**src/rtl/ssd_pkg.sv**
```systemverilog
// ============================================================================
// Module   : ssd_pkg
// Brief    : Glyph codes, segment table, FSM state type and helper functions
//            shared by the seven-segment scan driver.
// Revision : 1.0 - initial release
// ============================================================================
`default_nettype none

package ssd_pkg;

  localparam logic [3:0] DIG_0       = 4'd0;
  localparam logic [3:0] DIG_1       = 4'd1;
  localparam logic [3:0] DIG_2       = 4'd2;
  localparam logic [3:0] DIG_3       = 4'd3;
  localparam logic [3:0] DIG_4       = 4'd4;
  localparam logic [3:0] DIG_5       = 4'd5;
  localparam logic [3:0] DIG_6       = 4'd6;
  localparam logic [3:0] DIG_7       = 4'd7;
  localparam logic [3:0] DIG_8       = 4'd8;
  localparam logic [3:0] DIG_9       = 4'd9;
  localparam logic [3:0] GLYPH_BLANK = 4'hA;
  localparam logic [3:0] GLYPH_MINUS = 4'hB;

  typedef enum logic [0:0] {
    IDLE = 1'b0,
    CONV = 1'b1
  } state_t;

  // Active-low segments, bit6=a ... bit0=g; unknown codes go dark.
  function automatic logic [6:0] glyph_to_seg(input logic [3:0] code);
    logic [6:0] seg;
    case (code)
      DIG_0:       seg = 7'b0000001;
      DIG_1:       seg = 7'b1001111;
      DIG_2:       seg = 7'b0010010;
      DIG_3:       seg = 7'b0000110;
      DIG_4:       seg = 7'b1001100;
      DIG_5:       seg = 7'b0100100;
      DIG_6:       seg = 7'b0100000;
      DIG_7:       seg = 7'b0001111;
      DIG_8:       seg = 7'b0000000;
      DIG_9:       seg = 7'b0000100;
      GLYPH_MINUS: seg = 7'b1111110;
      default:     seg = 7'b1111111;
    endcase
    return seg;
  endfunction

  function automatic int unsigned pow10(input int unsigned n);
    int unsigned p;
    p = 1;
    for (int unsigned i = 0; i < n; i++) p = p * 10;
    return p;
  endfunction

endpackage

`default_nettype wire

```
**src/rtl/ssd_bin2bcd_seq.sv**
```systemverilog
// ============================================================================
// Module   : ssd_bin2bcd_seq
// Brief    : Iterative double-dabble converter, one bit per clock, DATA_W
//            clocks per conversion, with overflow detection into NIB nibbles.
// Revision : 1.0 - initial release
// ============================================================================
`default_nettype none

module ssd_bin2bcd_seq
  import ssd_pkg::*;
#(
  parameter int DATA_W = 8,
  parameter int NIB    = 3
) (
  input  logic              clk,
  input  logic              rst_n,
  input  logic              start,
  input  logic [DATA_W-1:0] bin_in,
  output logic              busy,
  output logic              done,
  output logic [4*NIB-1:0]  bcd,
  output logic              ovf
);

  localparam int c_sr_w  = 4 * NIB + DATA_W;
  localparam int c_cnt_w = $clog2(DATA_W);
  localparam logic [c_cnt_w-1:0] c_last = c_cnt_w'(DATA_W - 1);
  localparam int unsigned c_max = pow10(NIB) - 1;

  state_t              r_state, w_state_nxt;
  logic [c_cnt_w-1:0]  r_cnt, w_cnt_nxt;
  logic [c_sr_w-1:0]   r_sr, w_sr_nxt, w_adj;
  logic                r_ovf, w_ovf_nxt;
  logic                w_range_ovf;

  assign w_range_ovf = {{(32-DATA_W){1'b0}}, bin_in} > c_max;

  always_comb begin
    w_adj = r_sr;
    for (int n = 0; n < NIB; n++) begin
      if (r_sr[DATA_W+4*n +: 4] >= 4'd5)
        w_adj[DATA_W+4*n +: 4] = r_sr[DATA_W+4*n +: 4] + 4'd3;
    end
  end

  // The final shift and the result hand-off share one edge: done and bcd
  // present the post-shift value so the caller commits on that edge.
  always_comb begin
    w_state_nxt = r_state;
    w_cnt_nxt   = r_cnt;
    w_sr_nxt    = r_sr;
    w_ovf_nxt   = r_ovf;
    done        = 1'b0;
    case (r_state)
      IDLE: begin
        if (start) begin
          w_state_nxt = CONV;
          w_cnt_nxt   = '0;
          w_sr_nxt    = {{(4*NIB){1'b0}}, bin_in};
          w_ovf_nxt   = w_range_ovf;
        end
      end
      CONV: begin
        w_sr_nxt  = {w_adj[c_sr_w-2:0], 1'b0};
        w_ovf_nxt = r_ovf | w_adj[c_sr_w-1];
        w_cnt_nxt = r_cnt + 1'b1;
        if (r_cnt == c_last) begin
          w_state_nxt = IDLE;
          done        = 1'b1;
        end
      end
      default: w_state_nxt = IDLE;
    endcase
  end

  always_ff @(posedge clk or negedge rst_n) begin
    if (!rst_n) begin
      r_state <= IDLE;
      r_cnt   <= '0;
      r_sr    <= '0;
      r_ovf   <= 1'b0;
    end else begin
      r_state <= w_state_nxt;
      r_cnt   <= w_cnt_nxt;
      r_sr    <= w_sr_nxt;
      r_ovf   <= w_ovf_nxt;
    end
  end

  assign busy = (r_state == CONV);
  assign bcd  = w_sr_nxt[c_sr_w-1 -: 4*NIB];
  assign ovf  = w_ovf_nxt;

endmodule

`default_nettype wire

```
**src/rtl/ssd_scan_driver.sv**
```systemverilog
// ============================================================================
// Module   : ssd_scan_driver
// Brief    : Multiplexed common-anode seven-segment driver with sequential
//            BCD conversion, sign glyph and overflow indication.
//            Optional build macro SSD_LEADING_ZERO_BLANK_EN blanks leading
//            zero magnitude digits.
// Revision : 1.0 - initial release
// ============================================================================
`default_nettype none

module ssd_scan_driver
  import ssd_pkg::*;
#(
  parameter int DIGITS       = 4,
  parameter int DATA_W       = 8,
  parameter int SIGNED       = 1,
  parameter int REFRESH_BITS = 18
) (
  input  logic              clk,
  input  logic              rst_n,
  input  logic              load,
  input  logic [DATA_W-1:0] value,
  output logic              busy,
  output logic              overflow,
  output logic [DIGITS-1:0] anode,
  output logic [6:0]        seg
);

  localparam int c_mag   = (SIGNED != 0) ? DIGITS - 1 : DIGITS;
  localparam int c_idx_w = $clog2(DIGITS);

  logic                    w_busy, w_done, w_ovf, w_accept, w_neg;
  logic [DATA_W-1:0]       w_mag;
  logic [4*c_mag-1:0]      w_bcd;
  logic                    r_cap_neg;
  logic [4*c_mag-1:0]      r_disp_bcd;
  logic                    r_disp_neg, r_disp_ovf;
  logic [REFRESH_BITS-1:0] r_presc;
  logic [c_idx_w-1:0]      r_idx;
  logic [DIGITS-1:0]       r_anode, w_anode_nxt;
  logic [6:0]              r_seg;
  logic [3:0]              w_cur;
  logic [3:0]              w_code [DIGITS];
  logic [c_mag-1:0]        w_lead;

  assign w_accept = load && !w_busy;
  assign w_neg    = (SIGNED != 0) && value[DATA_W-1];
  assign w_mag    = w_neg ? (~value + 1'b1) : value;

  ssd_bin2bcd_seq #(
    .DATA_W (DATA_W),
    .NIB    (c_mag)
  ) u_bcd (
    .clk    (clk),
    .rst_n  (rst_n),
    .start  (w_accept),
    .bin_in (w_mag),
    .busy   (w_busy),
    .done   (w_done),
    .bcd    (w_bcd),
    .ovf    (w_ovf)
  );

  // Display registers only move on the commit edge, so CONV never tears.
  always_ff @(posedge clk or negedge rst_n) begin
    if (!rst_n) begin
      r_cap_neg  <= 1'b0;
      r_disp_bcd <= '0;
      r_disp_neg <= 1'b0;
      r_disp_ovf <= 1'b0;
    end else begin
      if (w_accept) r_cap_neg <= w_neg;
      if (w_done) begin
        r_disp_bcd <= w_bcd;
        r_disp_neg <= r_cap_neg;
        r_disp_ovf <= w_ovf;
      end
    end
  end

`ifdef SSD_LEADING_ZERO_BLANK_EN
  logic w_run;
  always_comb begin
    w_run  = 1'b1;
    w_lead = '0;
    for (int k = 0; k < c_mag; k++) begin
      w_run = w_run && (r_disp_bcd[4*(c_mag-1-k) +: 4] == 4'd0);
      if (k < c_mag - 1) w_lead[k] = w_run;
    end
  end
`else
  assign w_lead = '0;
`endif

  for (genvar i = 0; i < DIGITS; i++) begin : g_digit
    if ((SIGNED != 0) && (i == 0)) begin : g_sign
      assign w_code[i] = (r_disp_neg && !r_disp_ovf) ? GLYPH_MINUS : GLYPH_BLANK;
    end else begin : g_mag
      // k = magnitude digit position, 0 = most significant
      localparam int K = (SIGNED != 0) ? i - 1 : i;
      assign w_code[i] = r_disp_ovf ? GLYPH_MINUS :
                         w_lead[K]  ? GLYPH_BLANK :
                                      r_disp_bcd[4*(c_mag-1-K) +: 4];
    end
  end

  always_comb begin
    w_cur       = GLYPH_BLANK;
    w_anode_nxt = '1;
    for (int j = 0; j < DIGITS; j++) begin
      if (r_idx == c_idx_w'(j)) w_cur = w_code[j];
      w_anode_nxt[DIGITS-1-j] = (r_idx != c_idx_w'(j));
    end
  end

  always_ff @(posedge clk or negedge rst_n) begin
    if (!rst_n) begin
      r_presc <= '0;
      r_idx   <= '0;
      r_anode <= '1;
      r_seg   <= 7'b1111111;
    end else begin
      r_presc <= r_presc + 1'b1;
      if (&r_presc)
        r_idx <= (r_idx == c_idx_w'(DIGITS - 1)) ? '0 : r_idx + 1'b1;
      r_anode <= w_anode_nxt;
      r_seg   <= glyph_to_seg(w_cur);
    end
  end

  assign busy     = w_busy;
  assign overflow = r_disp_ovf;
  assign anode    = r_anode;
  assign seg      = r_seg;

endmodule

`default_nettype wire

```
**config.mk**
```make
export PLATFORM = sky130hd
export DESIGN_NAME = ssd_scan_driver
export DESIGN_NICKNAME = d
export VERILOG_FILES = /design/src/rtl/ssd_pkg.sv /design/src/rtl/ssd_bin2bcd_seq.sv /design/src/rtl/ssd_scan_driver.sv
export SDC_FILE = /design/constraint.sdc
export NUM_CORES = 1
export LEC_CHECK = 0
export ABC_AREA = 1
export BUFFER_PORTS_ARGS = -buffer_cell sky130_fd_sc_hd__buf_2
export CORE_MARGIN = 2
export CORE_UTILIZATION = 56
export CTS_CLUSTER_SIZE = 10
export DETAILED_ROUTE_END_ITERATION = 12
export GPL_ROUTABILITY_DRIVEN = 0
export MAX_ROUTING_LAYER = met4
export PLACE_DENSITY_LB_ADDON = 0.2
export SETUP_SLACK_MARGIN = 0.4
export SLEW_MARGIN = 20
export SYNTH_ARGS = -nofsm -noshare
export SYNTH_HDL_FRONTEND = slang
export SYNTH_SLANG_ARGS = --single-unit
```
**constraint.sdc**
```tcl
create_clock -name clk -period 2.6 [get_ports clk]
set_input_delay 0.52 -clock clk [delete_from_list [all_inputs] [get_ports clk]]
set_output_delay 0.52 -clock clk [all_outputs]
set_load 0.005 [all_outputs]
```
# Word-level counts from Yosys, hierarchy flattened
# Memory sizes are Yosys's and may differ from the RTL's. A register that Yosys moved wholly into a read port is not among the register bits.
# Index checks and enable logic that the tools add are counted.
dict set report totals {
  reg_bits 64
  rom_bits 112
  in_bits 11
  out_inout_bits 13
  word_cells 66
  mem_count 1
}
dict set report classes {
  addsub 7
  order_cmp 3
  eq_ne 8
  n_mux 24
  bitwise_logic 3
  reduce_logical 8
}
# memory depth word_bits read_ports rd_ports_with_merged_regs write_ports line_no
set memory_table {}
lappend memory_table {{(name not given)} 16 7 1 1 0 ssd_pkg.sv:32} ;# case (code)
# op n
set ops {}
lappend ops {{20-bit case mux with 2 select lines} 1}
lappend ops {{4-bit 2-to-1 mux} 9}
lappend ops {{20-bit 2-to-1 mux} 1}
lappend ops {{18-bit by 1-bit adder with 18-bit output, second input constant} 1}
lappend ops {{18-bit AND reduction} 1}
lappend ops {{4-bit by 2-bit adder with 4-bit output, second input constant} 3}
lappend ops {{4-bit by 3-bit greater-or-equal comparator with 1-bit output, second input constant} 3}
lappend ops {{8-bit by 1-bit adder with 8-bit output, second input constant} 1}
lappend ops {{8-bit 2-to-1 mux} 1}
lappend ops {{8-bit NOT} 1}
lappend ops {{1-bit 2-to-1 mux} 7}
lappend ops {{3-bit case mux with 2 select lines} 1}
lappend ops {{2-bit == test, second input constant} 2}
lappend ops {{2-bit by 1-bit inequality test with 1-bit output, second input constant} 2}
lappend ops {{2-bit inequality test, second input constant} 2}
lappend ops {{1-bit case mux with 2 select lines} 2}
lappend ops {{3-bit by 1-bit adder with 3-bit output, second input constant} 1}
lappend ops {{3-bit == test, second input constant} 1}
lappend ops {{1-bit zero test} 3}
lappend ops {{3-bit 2-to-1 mux} 1}
lappend ops {{2-bit by 1-bit adder with 2-bit output, second input constant} 1}
lappend ops {{2-bit by 1-bit == test with 1-bit output, second input constant} 1}
lappend ops {{1-bit logical AND} 2}
lappend ops {{2-bit zero test} 1}
lappend ops {{4 further kinds} 4}

# Longest topological paths before layout
dict set report logic_depth {
  depth_word 7
  ltp_mapped 15
  ltp_nobuf 15
}

# By module
# A second synthesis with hierarchy kept.
dict set report unflattened {
  hier_cells 445
  area_unflattened_um2 3793.6
}
# mod n_inst cells_per_inst area_per_inst_um2 seq_area_each_um2
set by_module_without_submodules {}
lappend by_module_without_submodules {ssd_scan_driver 1 256 2354.8 1164.9}
lappend by_module_without_submodules {ssd_bin2bcd_seq 1 189 1438.9 625.6}

# Worst setup path before layout
# No wires, ideal clock.
dict set report synth_timing {
  kind {reg-to-reg}
  from {register r_idx[0]}
  to {register r_seg[3], in the netlist seg[3]}
  setup_time_ns 0.078
  t_arrival_ns 1.765
  t_required_ns 2.522
  slack_ns 0.757
  path_stages_with_launch 14
  n_path_buf 0
  synth_period_minus_slack_ns 1.843
  path_cell_list {dfrtp_1 -> inv_1 -> ha_1 -> inv_1 -> nand3_1 -> nand2_1 -> nand2_1 -> nand3_1 -> nand2_1 -> inv_1 -> ha_1 -> nand3b_1 -> nand3_1 -> nand2_1}
}
dict set report synth_between {
  elab_chain_len 5
  elab_cells_between_ends 8
  classes_between {3 x eq/ne; 4 x mux; 1 x reduce/logical}
}
# item line_no
set synth_lines {}
lappend synth_lines {{from (decl)} ssd_scan_driver.sv:39} ;# logic [c_idx_w-1:0] r_idx;
lappend synth_lines {{from (signal assigned)} ssd_scan_driver.sv:125} ;# r_idx <= (r_idx == c_idx_w'(DIGITS - 1)) ? '0 : r_idx + 1'b1;
lappend synth_lines {{2-bit zero test} ssd_scan_driver.sv:111} ;# if (r_idx == c_idx_w'(j)) w_cur = w_code[j];
lappend synth_lines {{1-bit 2-to-1 mux} ssd_scan_driver.sv:111}
lappend synth_lines {{4-bit 2-to-1 mux (2 in series)} ssd_scan_driver.sv:111}
lappend synth_lines {{4-bit 2-to-1 mux *} ssd_scan_driver.sv:111}
lappend synth_lines {{to (decl)} ssd_scan_driver.sv:41} ;# logic [6:0] r_seg;
# Every way passes the cells marked *; elsewhere a longest branch is shown, timed or not.
# A chain may end at the register's enable or synchronous reset.

# Worst setup path in the final report
# Ends and elaborated chain as after synthesis.

==> flow_metrics.env <==
export IMPL_run_status="finished clean"
export IMPL_vias=2744
export IMPL_reg2reg_to="seg[3]$_DFF_PN1_"
export IMPL_cp_data_arrival_time_ns=2.28
export IMPL_ys_seq_area_frac=0.497
export IMPL_synth_cell_area_mm2=0.00360
export IMPL_total_power_mw=3.62
export IMPL_r2r_slack_ns=0.60
export IMPL_synth_most_common_cell="nand2_1"
export IMPL_setup_tns_ns=0
export IMPL_overflow=0
export IMPL_syn_to_final_growth_pct=11.2
export IMPL_path_max_fanout=7
export IMPL_clock_fmax_mhz=500
export IMPL_numCtsBuffers=9
export IMPL_portBuffers=23
export IMPL_startpoint_type="flop"
export IMPL_wl_per_cell_um=12.5
export IMPL_synth_fp_nets=457
export IMPL_fin_cells=540
export IMPL_die_w_um=84.2
export IMPL_die_h_um=84.2
export IMPL_yosys_most_used_dff="dfrtp_1"
export IMPL_final_util=0.638
export IMPL_grt_first_pass_wirelength_mm=11.8
export IMPL_hp_class="in2async"
export IMPL_slew_headroom=0.606
export IMPL_core_area_mm2=0.00628
export IMPL_rr_worst_depth=13
export IMPL_critical_path_class="reg2reg"
export IMPL_yosysTopAreaCell="dfrtp_1"
export IMPL_min_period_ns=2.00
export IMPL_setup_worst_path_start="r_idx[0]$_DFFE_PN0P_"
export IMPL_synth_top_area_frac=0.417
export IMPL_finalNetCount=489
export IMPL_fin_skew_ns=0.00769
export IMPL_crit_required_ns=2.88
export IMPL_hold_viol=0
export IMPL_netlist_top_cells_area="dfrtp_1, nand2_1, dfstp_2"
export IMPL_drt_first_iter_violations=136
export IMPL_synthTopCellsByCount="nand2_1, dfrtp_1, inv_1"
export IMPL_cts_hold_buffers=0
export IMPL_ioPinCount=24
export IMPL_grt_util_all_layers=0.214
export IMPL_clk_pin_slew_worst_paths_ns=0.07
export IMPL_dpl_cell_count=524
export IMPL_tritoncts="built"
export IMPL_crit_end="seg[3]$_DFF_PN1_"
export IMPL_wl_mm=6.74
export IMPL_synthesis_instances=426
export IMPL_synthDistinctLibCells=30
export IMPL_cp_end_kind="flop"
export IMPL_whs_ns=0.170
export IMPL_grt_pass1_vias=2697
export IMPL_async_flop_share=1.00
export IMPL_clock_latency_ns=0.34
export IMPL_antenna_found_initial=0
export IMPL_drive_above_1_share=0.145
export IMPL_dp_hpwl_mm=4.83
export IMPL_slew_viol_final=0
export IMPL_grt_max_degree=47
export IMPL_clockRootBuffer="clkbuf_8"
export IMPL_antenna_left=0
export IMPL_tightest_slew_ns=0.591
export IMPL_antenna_cells=0
export IMPL_cts_sinks=71
export IMPL_fin_crit_sh=0.769
export IMPL_dr_pass1_iters=4
export IMPL_rsz0062_at_grt="false"
export IMPL_reg2reg_from="r_idx[0]$_DFFE_PN0P_"
export IMPL_ys_warn_count=0
export IMPL_ctsLongestPathBuffers=2
export IMPL_peakVddDrop_mv=0.560
export IMPL_rows=29
export IMPL_synth_seq_cells=71
export IMPL_p_per_area_mw_per_mm2=903
export IMPL_route_detailed_drc=0
export IMPL_synth_enable_flop_cells=0
export IMPL_setup_viol=0
export IMPL_maxCapViolations=0
export IMPL_fp_dieArea_mm2=0.00709
export IMPL_syn_avg_cell_area_um2=8.46
export IMPL_initial_core_util=0.574
export IMPL_p_leak_nw=2.04
export IMPL_htree_levels=3
export IMPL_vias_per_cell=5.08
area by class of cell:
| cell class | instances | area [µm²] |
|---|---|---|
| Timing Repair Buffer | 28 | 165 |
| Sequential cell | 71 | 1790 |
| Inverter | 49 | 184 |
| Clock inverter | 3 | 17.5 |
| Clock buffer | 13 | 159 |
| Multi-Input combinational cell | 299 | 1590 |
| Fill cell | 543 | 2270 |
| Tap cell | 77 | 96.3 |
registers in the layout, indices dropped and copies added (netlist names):
register / flops
u_bcd.r_sr: 20
r_presc: 18
r_disp_bcd: 12
seg: 7
anode: 4
u_bcd.r_cnt: 3
r_idx: 2
overflow: 1
r_cap_neg: 1
r_disp_neg: 1
u_bcd.busy: 1
u_bcd.r_ovf: 1
power breakdown:
group	switching (mW)	internal (mW)
combinational	0.724	0.454
clock	0.394	0.396
sequential	0.242	1.41
total	1.36	2.26
cells by family after synthesis:
family / count (synthesis) / synth area share
AOI/OAI and AO/OA: 49 / 0.0785
xor gates and xnor gates: 18 / 0.0438
adders and majority gates: 20 / 0.0695
buffers and inverters: 56 / 0.0608
DFF: 71 / 0.497
and+or+nand+nor: 212 / 0.250
critical path, cell delays in order (launching register included):
cell      delay, ns
dfrtp_1        0.41
inv_1          0.09
ha_1           0.24
inv_2          0.11
nand3_1        0.08
nand2_1        0.06
nand2_1        0.04
nand3_1        0.08
nand2_1        0.10
inv_1          0.15
ha_1           0.26
nand3b_1       0.18
nand3_1        0.09
nand2_1        0.05
worst min-delay path by stage:
stage                                      to  slack, ns  cells past startpoint
detailed placement  r_disp_bcd[8]$_DFFE_PN0P_       0.47                      2
floorplan                overflow$_DFFE_PN0P_       0.22                      0
CTS                  u_bcd.r_sr[15]$_DFF_PN0_       0.19                      1
global route         u_bcd.r_sr[15]$_DFF_PN0_       0.23                      1
finish               u_bcd.r_sr[15]$_DFF_PN0_       0.17                      1
global placement        r_presc[15]$_DFF_PN0_       0.46                      1
per-layer routing:
metal	up-vias	global-route usage	wire, µm
met5	-	-	0
met4	0	0.0938	120
met3	10	0.0354	220
met2	54	0.341	3140
met1	1265	0.273	3260
li1	1415	-	-
through the flow:
step	cell area (µm²)	worst slack, ns
after detailed placement	3830	0.559
after global placement	3830	0.655
after floorplan	3600	0.757
final	4010	0.602
after global routing	4010	0.409
after CTS	4010	0.530
layout by cell type (no fill, tap or decap), types with 2 or more instances in the layout:
cell type,n
clkbuf_8,11
ha_1,20
dfstp_2,11
nand3_2,2
nor2_4,3
xor2_1,11
nand3_1,27
o21ai_0,23
a22o_1,2
inv_1,46
nand3b_1,3
a31oi_1,3
o22ai_1,3
xnor2_1,7
clkinv_2,2
buf_2,23
a22oi_1,6
nor2_2,4
inv_2,3
nand2_1,139
buf_4,4
o21ai_1,2
nand4_1,4
a21oi_1,7
nand2_2,2
clkbuf_1,2
dfrtp_1,60
nor2_1,27
repair_timing:
item | in CTS | in global routing
resized for setup | 0 | 1
setup buffers | 0 | 0
endpoints found under the setup margin | 0 | 2
Power figures use the tool's default switching activity.
